--- config.mk ---
export PLATFORM = sky130hd
export DESIGN_NAME = lfsr_rr_scheduler_flat
export DESIGN_NICKNAME = d
export VERILOG_FILES = /design/src/rtl/lfsr_pkg.sv /design/src/rtl/lfsr_rr_scheduler_if.sv /design/src/rtl/lfsr_rr_scheduler_core.sv /design/src/rtl/lfsr_rr_scheduler.sv /design/src/flat_wrapper.sv
export SDC_FILE = /design/constraint.sdc
export NUM_CORES = 1
export LEC_CHECK = 0
export BUFFER_PORTS_ARGS = -buffer_cell sky130_fd_sc_hd__buf_2
export CORE_AREA = 2 2 52 54
export DETAILED_ROUTE_END_ITERATION = 8
export DIE_AREA = 0 0 54 56
export PLACE_DENSITY_LB_ADDON = 0.25
export SLEW_MARGIN = 20
export SYNTH_ARGS = -nofsm -noshare
export SYNTH_HDL_FRONTEND = slang
export SYNTH_HIERARCHICAL = 1
export SYNTH_SLANG_ARGS = --single-unit
--- constraint.sdc ---
create_clock -name clk -period 1.38 [get_ports clk]
set_input_delay 0.138 -clock clk [delete_from_list [all_inputs] [get_ports clk]]
set_output_delay 0.138 -clock clk [all_outputs]
set_load 0.01 [all_outputs]
--- src/rtl/lfsr_pkg.sv ---
// lfsr_pkg: shared constants, FSM state type and step function for the
// LFSR round-robin scheduler. No ports.
package lfsr_pkg;

    localparam int          LFSR_W        = 5;
    localparam logic [4:0]  LFSR_RST_SEED = 5'b11111;
    localparam int          TAP_HI        = 5;
    localparam int          TAP_LO        = 2;
    localparam int          LFSR_PERIOD   = 31;

    typedef enum logic [1:0] {
        IDLE,
        SHIFT,
        DONE
    } state_e;

    // {s5..s1} -> {s4..s1, s5^s2}
    function automatic logic [LFSR_W-1:0] lfsr_next(
        input logic [LFSR_W-1:0] s
    );
        return {s[LFSR_W-2:0], s[TAP_HI-1] ^ s[TAP_LO-1]};
    endfunction

endpackage

--- src/rtl/lfsr_rr_scheduler_if.sv ---
// lfsr_rr_scheduler_if: requester-side bundle of the scheduler.
// master: req/seed_load/seed_in out; gnt/rvalid/rdata/busy/lfsr_state
// (and wrap when LFSR_WRAP_FLAG_EN is defined) in. slave: mirror image.
interface lfsr_rr_scheduler_if
    import lfsr_pkg::*;
#(
    parameter int WORD_W = 8,
    parameter int N_REQ  = 2
);
    logic [N_REQ-1:0]  req;
    logic              seed_load;
    logic [LFSR_W-1:0] seed_in;
    logic [N_REQ-1:0]  gnt;
    logic [N_REQ-1:0]  rvalid;
    logic [WORD_W-1:0] rdata;
    logic              busy;
    logic [LFSR_W-1:0] lfsr_state;
`ifdef LFSR_WRAP_FLAG_EN
    logic              wrap;
`endif

    modport master (
`ifdef LFSR_WRAP_FLAG_EN
        input  wrap,
`endif
        output req, seed_load, seed_in,
        input  gnt, rvalid, rdata, busy, lfsr_state
    );

    modport slave (
`ifdef LFSR_WRAP_FLAG_EN
        output wrap,
`endif
        input  req, seed_load, seed_in,
        output gnt, rvalid, rdata, busy, lfsr_state
    );

endinterface

--- src/rtl/lfsr_rr_scheduler_core.sv ---
// lfsr_core: 5-bit Fibonacci LFSR (s1 <= s5^s2) with load and zero guard.
// Ports: clk, rst, step_en, load_en, load_val in; state, out_bit (=s5) out.
module lfsr_core
    import lfsr_pkg::*;
#(
    parameter logic [LFSR_W-1:0] SEED_RST = LFSR_RST_SEED
) (
    input  logic              clk,
    input  logic              rst,
    input  logic              step_en,
    input  logic              load_en,
    input  logic [LFSR_W-1:0] load_val,
    output logic [LFSR_W-1:0] state,
    output logic              out_bit
);
    logic [LFSR_W-1:0] s;

    always_ff @(posedge clk) begin
        if (rst) begin
            s <= SEED_RST;
        end else if (load_en) begin
            // all-zero is the lock-up state; substitute the default seed
            s <= (load_val == '0) ? LFSR_RST_SEED : load_val;
        end else if (step_en) begin
            s <= lfsr_next(s);
        end
    end

    assign state   = s;
    assign out_bit = s[LFSR_W-1];

endmodule

--- src/rtl/lfsr_rr_scheduler.sv ---
// lfsr_rr_scheduler: round-robin share of one LFSR; each grant packs
// WORD_W output bits MSB-first into rdata and pulses rvalid.
// Ports: clk, rst (sync, active-high), bus (lfsr_rr_scheduler_if.slave).
// Optional: LFSR_WRAP_FLAG_EN adds bus.wrap, a full-period pulse.
module lfsr_rr_scheduler
    import lfsr_pkg::*;
#(
    parameter int                WORD_W   = 8,
    parameter int                N_REQ    = 2,
    parameter logic [LFSR_W-1:0] SEED_RST = LFSR_RST_SEED
) (
    input  logic                clk,
    input  logic                rst,
    lfsr_rr_scheduler_if.slave  bus
);
    localparam int IDX_W = $clog2(N_REQ);
    localparam int CNT_W = $clog2(WORD_W + 1);

    state_e            state, nxt;
    logic [IDX_W-1:0]  ptr, idx, pick;
    logic              found;
    logic [CNT_W-1:0]  cnt;
    logic [N_REQ-1:0]  gnt_q;
    logic [WORD_W-1:0] rdata_q;
    logic              step_en, load_en, out_bit;
    logic [LFSR_W-1:0] lstate;

    lfsr_core #(.SEED_RST(SEED_RST)) u_core (
        .clk      (clk),
        .rst      (rst),
        .step_en  (step_en),
        .load_en  (load_en),
        .load_val (bus.seed_in),
        .state    (lstate),
        .out_bit  (out_bit)
    );

    // first requester at or above ptr, wrapping
    always_comb begin
        int c;
        c     = 0;
        pick  = ptr;
        found = 1'b0;
        for (int k = 0; k < N_REQ; k++) begin
            c = int'(ptr) + k;
            if (c >= N_REQ) c = c - N_REQ;
            if (!found && bus.req[c]) begin
                found = 1'b1;
                pick  = IDX_W'(c);
            end
        end
    end

    always_ff @(posedge clk) begin
        if (rst) state <= IDLE;
        else     state <= nxt;
    end

    always_comb begin
        nxt = state;
        unique case (state)
            IDLE:    if (!bus.seed_load && found) nxt = SHIFT;
            SHIFT:   if (cnt == CNT_W'(WORD_W - 1)) nxt = DONE;
            DONE:    nxt = IDLE;
            default: nxt = IDLE;
        endcase
    end

    always_comb begin
        step_en    = (state == SHIFT);
        load_en    = (state == IDLE) && bus.seed_load;
        bus.busy   = (state != IDLE);
        bus.rvalid = (state == DONE) ? gnt_q : '0;
    end

    always_ff @(posedge clk) begin
        if (rst) begin
            ptr     <= '0;
            idx     <= '0;
            cnt     <= '0;
            gnt_q   <= '0;
            rdata_q <= '0;
        end else begin
            unique case (state)
                IDLE: begin
                    if (!bus.seed_load && found) begin
                        idx   <= pick;
                        gnt_q <= N_REQ'(1) << pick;
                        cnt   <= '0;
                    end
                end
                SHIFT: begin
                    rdata_q <= WORD_W'({rdata_q, out_bit});
                    cnt     <= cnt + CNT_W'(1);
                end
                DONE: begin
                    gnt_q <= '0;
                    ptr   <= (idx == IDX_W'(N_REQ - 1)) ? '0 : idx + IDX_W'(1);
                end
                default: ;
            endcase
        end
    end

`ifdef LFSR_WRAP_FLAG_EN
    logic [LFSR_W-1:0] wcnt;
    logic              wrap_q;

    always_ff @(posedge clk) begin
        if (rst) begin
            wcnt   <= '0;
            wrap_q <= 1'b0;
        end else begin
            wrap_q <= 1'b0;
            if (load_en) begin
                wcnt <= '0;
            end else if (step_en) begin
                if (wcnt == LFSR_W'(LFSR_PERIOD - 1)) begin
                    wcnt   <= '0;
                    wrap_q <= 1'b1;
                end else begin
                    wcnt <= wcnt + LFSR_W'(1);
                end
            end
        end
    end

    assign bus.wrap = wrap_q;
`endif

    assign bus.gnt        = gnt_q;
    assign bus.rdata      = rdata_q;
    assign bus.lfsr_state = lstate;

endmodule

--- src/flat_wrapper.sv ---
// flat-port wrapper written by rule: the top's interface ports become plain ports
module lfsr_rr_scheduler_flat import lfsr_pkg::*;
#(
    parameter int                WORD_W   = 8,
    parameter int                N_REQ    = 2,
    parameter logic [LFSR_W-1:0] SEED_RST = LFSR_RST_SEED
)
  (clk, rst, bus_req, bus_seed_load, bus_seed_in, bus_gnt, bus_rvalid, bus_rdata, bus_busy, bus_lfsr_state);
  lfsr_rr_scheduler_if #(.WORD_W(WORD_W), .N_REQ(N_REQ)) bus_i ();
  input  logic clk;
  input  logic rst;
  input wire logic [$bits(bus_i.req)-1:0] bus_req;
  input wire logic [$bits(bus_i.seed_load)-1:0] bus_seed_load;
  input wire logic [$bits(bus_i.seed_in)-1:0] bus_seed_in;
  output wire logic [$bits(bus_i.gnt)-1:0] bus_gnt;
  output wire logic [$bits(bus_i.rvalid)-1:0] bus_rvalid;
  output wire logic [$bits(bus_i.rdata)-1:0] bus_rdata;
  output wire logic [$bits(bus_i.busy)-1:0] bus_busy;
  output wire logic [$bits(bus_i.lfsr_state)-1:0] bus_lfsr_state;
  assign bus_i.req = bus_req;
  assign bus_i.seed_load = bus_seed_load;
  assign bus_i.seed_in = bus_seed_in;
  assign bus_gnt = bus_i.gnt;
  assign bus_rvalid = bus_i.rvalid;
  assign bus_rdata = bus_i.rdata;
  assign bus_busy = bus_i.busy;
  assign bus_lfsr_state = bus_i.lfsr_state;
  lfsr_rr_scheduler #(.WORD_W(WORD_W), .N_REQ(N_REQ), .SEED_RST(SEED_RST)) u_core (.clk(clk), .rst(rst), .bus(bus_i));
endmodule
==> results of run 1 <==
==> cell type report <==
| type | count | area share [%] |
|---|---|---|
| repair buffers | 34 | 14.42 |
| flip-flops and latches | 23 | 34.78 |
| well taps | 30 | 2.828 |
| clock inverters | 1 | 0.5655 |
| inverters | 5 | 1.602 |
| clock buffers | 3 | 1.697 |
| multi-input cells | 93 | 44.11 |
==> worst max-delay path by stage <==
stage / endpoint / cells after the start / slack, ns
after floorplan: u_core/u_core/state[3] / 7 / -0.1
after global placement: u_core/u_core/state[1] / 5 / 0.06
after detailed placement: u_core/u_core/state[2] / 5 / 0.02
after CTS: u_core/u_core/state[0] / 5 / 0.01
after global routing: u_core/cnt[0] / 4 / 0.005
final: u_core/u_core/state[3] / 5 / 0.05
==> routing by layer <==
layer	track usage [%]	part of all wire (%)	wire [um]
met3	3.495	4.9	116
met2	24.91	48	1137
met1	20.33	46	1089
met5	0	0	0
met4	5.357	0.51	12
==> stage by stage <==
stage | hold WS, ns | cells | TNS [ns] | power [mW] | setup slack (ns)
6_report | 0.09921 | 189 | 0 | 1.264 | 0.04936
5_1_grt | 0.09426 | 189 | 0 | 1.339 | 0.005445
4_1_cts | 0.08486 | 187 | 0 | 1.273 | 0.01389
3_5_place_dp | 0.4274 | 183 | 0 | 0.9477 | 0.02469
3_3_place_gp | 0.4310 | 183 | 0 | 0.9407 | 0.05865
2_1_floorplan | 0.2377 | 129 | -0.09677 | 0.8784 | -0.09677
==> cell families after synthesis <==
logic type | Yosys count | share of synthesized area [%]
AND/OR/NAND/NOR | 53 | 26.21
AO/OA/AOI/OAI | 34 | 18.82
multiplexers | 4 | 3.695
flip-flops | 23 | 42.49
adder cells (fa/ha/maj) | 1 | 1.155
XOR/XNOR | 1 | 0.8085
buffers and inverters | 13 | 6.811
==> what timing repair did <==
| item | CTS | global route |
|---|---|---|
| hold buffers | 0 | 0 |
| gates resized for setup | 3 | 7 |
| endpoints found under the setup margin | 3 | 10 |
| endpoints found under the hold margin | 0 | 0 |
| setup buffers | 0 | 2 |
==> synthesized netlist by cell type <==
cell       n
dfxtp_1   23
nand2_1   23
a21oi_1   18
nor2_1     7
o211ai_1   5
inv_1      4
mux2i_1    4
nor4_1     4
nand3_1    3
o21ai_0    3
a31oi_1    2
buf_2      2
buf_4      2
buf_6      2
nand2b_1   2
nand2b_4   2
nor3_1     2
nor3b_1    2
a211oi_1   1
a21boi_0   1
a21boi_1   1
and2b_2    1
buf_1      1
clkbuf_1   1
ha_1       1
inv_2      1
nand3b_1   1
nor2b_1    1
nor3_2     1
nor4b_1    1
o21bai_1   1
o31a_1     1
o32a_1     1
or2_2      1
or3_4      1
or4_1      1
xor2_1     1
==> power by group through the flow <==
stage | combinational [mW] | clock [mW] | sequential, mW
finish | 0.226 | 0.320 | 0.719
global route | 0.249 | 0.367 | 0.723
floorplan | 0.140 | 0 | 0.738
global placement | 0.210 | 0 | 0.730
CTS | 0.219 | 0.336 | 0.718
detailed placement | 0.216 | 0 | 0.732
==> placed cells by master (no fill, tap or decap), drive strengths merged <==
cell and n:
o32a 1, o21bai 1, nor2 7, a31oi 2
and2b 1, nand2 23, a21boi 2, nand3b 1
buf 34, or4 1, o21ai 3, nand2b 4
clkbuf 3, inv 5, a21oi 18, dfxtp 23
ha 1, xor2 1, o31a 1, nor4 4
nor3b 2, nor3 3, nor2b 1, o211ai 5
mux2i 4, nand3 3, clkinvlp 1, or2 1
a211oi 1, or3 1, nor4b 1
==> flip-flops by register name, summed over array words and instances (netlist names) <==
signal and count:
u_core/bus.rdata 8, u_core/u_core/state 5, u_core/cnt 4, u_core/bus.gnt 2, u_core/state 2, u_core/idx 1, u_core/ptr 1
==> worst reg2reg max path: cells and delay by family (launching register included) <==
kind	cells	cell delay, ns
AND/OR/NAND/NOR	4	0.83
flip-flops	1	0.34
AO/OA/AOI/OAI	1	0.10
==> results, run 1 <==
- The combinational fraction of design power is about 18%.
- The slowest stage of the critical path belongs to the cell or4_1.
- The final number of setup-violating endpoints is 0.
- The detailed placer's ending HPWL is roughly 1.7 mm.
- The start point of the critical path is u_core/state[1].
- The growth of design area from synthesis to finish is 22.52%.
- Cell internal power was estimated by the tool at 904.4 uW.
- The minimum clock period after layout is 1.331 ns.
- The max-capacitance violation count is 0.
- The final cycle utilization of the critical path is 96.42%.
- The number of placement rows is 18.
- For the worst setup path, the data arrival time is around 1.6 ns.
- The worst hold path terminates at u_core/bus.gnt[0].
- The final design area excluding fillers is 0.001328 mm2.
- The max-slew violation count is 0.
- The average detailed-routed wire length per instance is between 10 and 15 um.
- The buffer type at the clock tree root is clkbuf_4.
- The launching point of the worst reg2reg path is u_core/state[1].
- The buffering stage count on the worst path with inverters included is 0.
- The data required time at the worst endpoint is 1.63 ns.
- The total routed wirelength is 2.357 mm.
- The most area-hungry cell type in the Yosys netlist is dfxtp_1.
- The die width is about 54 um.
- Counting instances, the worst hold path has a depth of 3.
- The setup check on the worst reg-to-reg path leaves a slack of between 0.04 and 0.05 ns.
- Cells with a size suffix above 1 make up about a third of the layout.
- The number of sinks on the clock net is 23.
- In this run, flip-flops and latches consume 56.8% of the power.
- The critical path goes through or2_4 > nor2_4 > nand2b_4 > or4_1 > o211ai_1.
- The post-placement cell area is 0.001244 mm2.
- The count of yosys warnings during synthesis is 6.
- The congestion estimate from routability-driven global placement came to 0.7507.
- CTS built an H-tree with a depth of 1.
- The CTS buffer count is 3.
- The analysis attributes to net switching a power of approximately 360 uW.
- Cells fill 54.58% of the core in the end.
- The number of global-route vias before repair is ~840.
- The first detailed-routing pass ran for 6 iterations.
- Summed over its instances, the top area cell type makes up between 40% and 50% of the synthesized netlist area.
- The count of final hold-check violations is 0.
- The area taken by flip-flops and latches is 461.7 um2.
- The total die area is around 0.0030 mm2.
- The post-synthesis area per instance is about 8.4 um2.
- The clock arrives with 0.01258 ns of skew.
- Input and output buffers added on the ports amount to 27.
- The leakage power figure is 0.5327 nW.
- The number of standard cells after synthesis is 129.
- Setup repair after global routing left no endpoint under its margin.
- The count of nets left with antenna violations once routing finished came out at 0.
- The critical path is of the reg -> reg type.
- The portion of total power attributed to the clock network is 25.3%.
- Global routing used 15.64% of the available tracks across all layers.
- The path class of the tightest hold or removal check is in -> reg.
- The maximum operating frequency is 751.5 MHz.
- Measured in cells, the most critical reg-to-reg path has a length of 5.
- The routed layout has 984 vias.
- The number of buffers on the longest clock path is 2.
- The clock latency at the later pin of the worst-skew pair is 0.31 ns.
- The share of total power consumed by net switching is 28.46%.
- The number of antenna violations at the first check in global routing is 0.
- The maximum number of pins on one net before global-route repair is 24.
- After the last flow step, the layout net total stands at 171.
- The post-synthesis instance area is 0.001084 mm2.
- The DRC marker count from the first detailed-route iteration is 26.
- Measured against its own limit, the worst slew margin works out to 71.75%.
- STA classifies the critical path endpoint as a flop.
- The wire length of the first global-routing pass is 3.574 mm.
- The total nets after synthesis is 140.
- The number of I/O pins is 28.
- Clock-pin slew was measured on the worst setup and hold paths at approximately 0.14 ns.
- Counting flops and latches in the post-synthesis netlist gives 23.
- The count of unique library cells instantiated by Yosys is 37.
- The part of the Yosys area used for sequential elements is a little over two fifths.
- The maximum fanout along the worst path is 2.
- The placeable core region is 0.002432 mm2.
- VDD sags by at most 0.5418 mV.
- Yosys attributes the largest share of cell area to dfxtp_1 42%, a21oi_1 8.3%, nand2_1 8.0%, mux2i_1 3.7%, o211ai_1 3.5%.
- TritonCTS built the clock tree.
- The hold path startpoint is bus_req[0].
- The top cell family by delay on the critical path is simple AND/OR/NAND/NOR gates.
- The starting density of the core is between 40% and 50%.
- For the pin with the worst max-slew slack, the measured transition is 0.4237 ns.
- The total overflow left after global routing is 0.
- The critical path launch point type is a flop.
- In the routed design, unresolved DRC markers number 0.
- Fill cells in the final layout number about 230.
- The repair_antennas step left the layout with diodes totalling 0.
- The capturing point of the worst reg2reg path is u_core/u_core/state[3].
- The flow ran to the end, and the final reports show no timing, DRC or antenna violations.
- The largest single stage delay on the critical path is 0.40 ns.
- In the routed layout, each cell is associated on average with a via count of around 5.2.
- Dividing total power by cell area gives a power density of 952.3 mW/mm2.
- The floorplan die height is 56 um.
- The area of the multi-input gates is 585.6 um2.
No activity file was read; power rests on OpenSTA's default activity.
==> run 2, diff against run 1 <==
Settings changed: CAP_MARGIN set to 5, CORE_AREA 2 2 52 54 to 2 2 48 59, DIE_AREA 0 0 54 56 to 0 0 50 61.
==> run 2 against run 1 <==
Non-clock buffer count fell by 1. Sequential share of layout area up 0.26 points. Critical path depth did not move. Core utilization fell by 1.2 points. Setup slack worse by 0.027 ns. Critical path type unchanged. Largest cell class unchanged. Highest routed layer unchanged.
==> results, run 2 (synthesis gave the netlist of run 1 again) <==
- The flow ran to the end, and the final reports show no timing, DRC or antenna violations.
- The length of the first detailed-routing pass in iterations is 4 (-2).
- STA classifies the critical path endpoint as a flop.
- The number of global-route vias before repair is 903 (+7.9%).
- The wire length of the first global-routing pass is 3.864 mm (+8.1%).
- The maximum number of pins on one net before global-route repair came to 24 (unchanged).
- The quantity of I/O buffers inserted on ports was 27 (unchanged).
- The starting density of the core is 43.74% (-0.81 points).
- The top cell family by delay on the critical path is simple AND/OR/NAND/NOR gates.
- The CTS buffer count is 3 (unchanged).
- The final cycle utilization of the critical path is 98.36% (+1.9 points).
- Leaving out fill and tap cells, the most frequent cell in the layout is buf_2.
- The clock-pin slew of the registers on the worst-case setup and hold paths came to 0.13 ns (about the same).
- The max-slew violation count is 0 (unchanged).
- TritonCTS built the clock tree.
- Walking the worst path, the cells encountered are or2_4 > nor2_4 > nand2b_4 > or4_4 > o211ai_1.
- The data arrival time of the critical path is 1.60 ns (+0.02 ns).
- The buffering stage count on the worst path with inverters included is 0 (unchanged).
- Setup repair after global routing could not meet its margin everywhere.
- The number of nets at the end of the flow is 170 (-0.58%).
- The critical path launch point type is a flop.
- The number of antenna violations at the first check in global routing came to 0 (unchanged).
- The total congestion overflow after global routing came to 0 (unchanged).
- The flip-flop count of the largest register after layout is 8 (unchanged).
- The worst setup skew after layout is 0.003880 ns (-0.008704 ns).
- The final number of setup-violating endpoints is 0 (unchanged).
- The total routed wirelength is 2.282 mm (-3.2%).
- The area growth from synthesis to layout is 21.94%.
- The number of vias in the routed layout is 996 (+1.2%).
- The number of vias per cell is 5.215 (+0.16%).
- The DRC marker count from the first detailed-route iteration is 30 (+15%).
- The maximum operating frequency is 736.7 MHz (-2.0%).
- The top cell types in the final layout, fill and taps aside, are 27 x buf_2, 23 x nand2_1, 21 x dfxtp_1, 18 x a21oi_1.
- The data required time at the worst endpoint was 1.62 ns (about the same).
- The floorplan die height is 61 um (+8.9%).
- The final antenna diode count is 0 (unchanged).
- In this run the worst hold path is classified as in -> reg.
- The power density normalized to cell area is 949.4 mW/mm2 (-0.31%).
- The largest stage delay on the critical path is 0.41 ns (about the same).
- The average detailed-routed wire length per instance is 11.95 um (-4.2%).
- The relative slew slack is 71.38% (-0.37 points).
- The clock latency at the later pin of the worst-skew pair is 0.31 ns (about the same).
- The critical path is of the reg -> reg type.
- The number of fillers in the final layout is 240 (+2.6%).
- The ratio of cells with drive above 1 in the final layout is 32.91% (+0.21 points).
- The detailed-route DRC error count is 0 (unchanged).
- The total global-route track usage came to 16.72% (+1.1 points).
- The maximum fanout along the worst path came to 2 (unchanged).
- The leakage power figure is 0.5322 nW (about the same).
- The cell with the biggest individual delay on the critical path is or4_4.
- The number of I/O pins was 28 (unchanged).
- The final estimated routing congestion in global placement is 0.8154 (+8.6%).
- The post-placement cell area is 0.001247 mm2 (+0.30%).
- The total power draw is 1.254 mW (-0.78%).
- The maximum vdd ir drop was 0.5058 mV (-6.6%).
- The placeable core region is 0.002477 mm2 (+1.9%).
- The transition time at the pin with the least slew margin was 0.4293 ns (+0.005541 ns).
- The count of final hold-check violations came to 0 (unchanged).
- The die width is 50 um (-7.4%).
- The number of buffers on the longest clock path is 2 (unchanged).
- The minimum clock period after layout is 1.357 ns (+0.02675 ns).
- The number of sinks on the clock net is 23 (unchanged).
- The buffer type at the clock tree root is clkbuf_4.
- The total die area came to 0.003050 mm2 (+0.86%).
- The final worst hold slack is 0.1072 ns (+0.007991 ns).
- The depth of the CTS H-tree was 1 (unchanged).
- The max-capacitance violation count is 0 (unchanged).
- The number of nets with antenna violations after detailed routing came to 0 (unchanged).
- The final design area excluding fillers was 0.001321 mm2 (-0.47%).
- The detailed placer's ending HPWL came to 1.672 mm (-0.64%).
- The number of placement rows is 20 (+2).
-- run 2: cell count changes in the layout (fill, tap and decap cells not counted), sizes merged --
cell and delta:
buf -1, clkinv +1, clkinvlp -1
-- run 2: cell type report --
| type | count | area (um2) | area share, % |
|---|---|---|---|
| multi-input combinational | 93 | 584.3 | 44.22 |
| sequential | 23 | 462.9 | 35.04 |
| timing repair buffer | 33 | 183.9 | 13.92 |
| tap | 33 | 41.29 | 3.125 |
| clock buffer | 3 | 22.52 | 1.705 |
| inverter | 5 | 21.27 | 1.610 |
| clock inverter | 1 | 5.005 | 0.3788 |
-- run 2: final timing paths --
kind | from | to | slack, ns | cells past startpoint
max reg2reg | u_core/state[1] | u_core/u_core/state[3] | 0.02 | 5
min | bus_req[0] | u_core/bus.gnt[0] | 0.11 | 3
max | u_core/state[1] | u_core/u_core/state[3] | 0.02 | 5
min reg2reg | u_core/bus.rdata[7] | u_core/bus.rdata[7] | 0.47 | 2
-- run 2: worst reg2reg max path: stages (launching register included) --
cell and delay [ns]:
dfxtp_2 0.34, or2_4 0.25, nor2_4 0.12, nand2b_4 0.06
or4_4 0.41, o211ai_1 0.10
-- run 2: metal layers --
layer  vias up  share of wire, %  global-route usage (%)
met1       466                44                   19.76
li1        509                 -                       -
met5         -                 0                       0
met4         0              0.79                   8.333
met2        19                52                   29.32
met3         2               3.2                   2.956
-- run 2: stage by stage --
| stage | setup WS, ns | utilization (%) | setup TNS, ns | cells |
|---|---|---|---|---|
| after floorplan | -0.09677 | - | -0.09677 | 129 |
| after global placement | 0.08638 | 50.35 | 0 | 186 |
| after detailed placement | 0.02963 | 50.35 | 0 | 186 |
| after CTS | 0.03640 | 51.97 | 0 | 190 |
| after global routing | -0.01478 | 53.33 | -0.01478 | 191 |
| final | 0.02261 | 53.33 | 0 | 191 |
-- run 2: power by group --
| part | total (mW) | switching (mW) | leakage (nW) | internal (mW) |
|---|---|---|---|---|
| combinational | 0.227 | 0.128 | 0.326 | 0.0984 |
| sequential | 0.718 | 0.0226 | 0.188 | 0.695 |
| clock | 0.310 | 0.202 | 0.0177 | 0.108 |
-- run 2: repair_timing --
action                     CTS  global route
setup buffers                0             1
setup endpoints to repair    3             8
resized for setup            3             8
hold buffers                 0             0
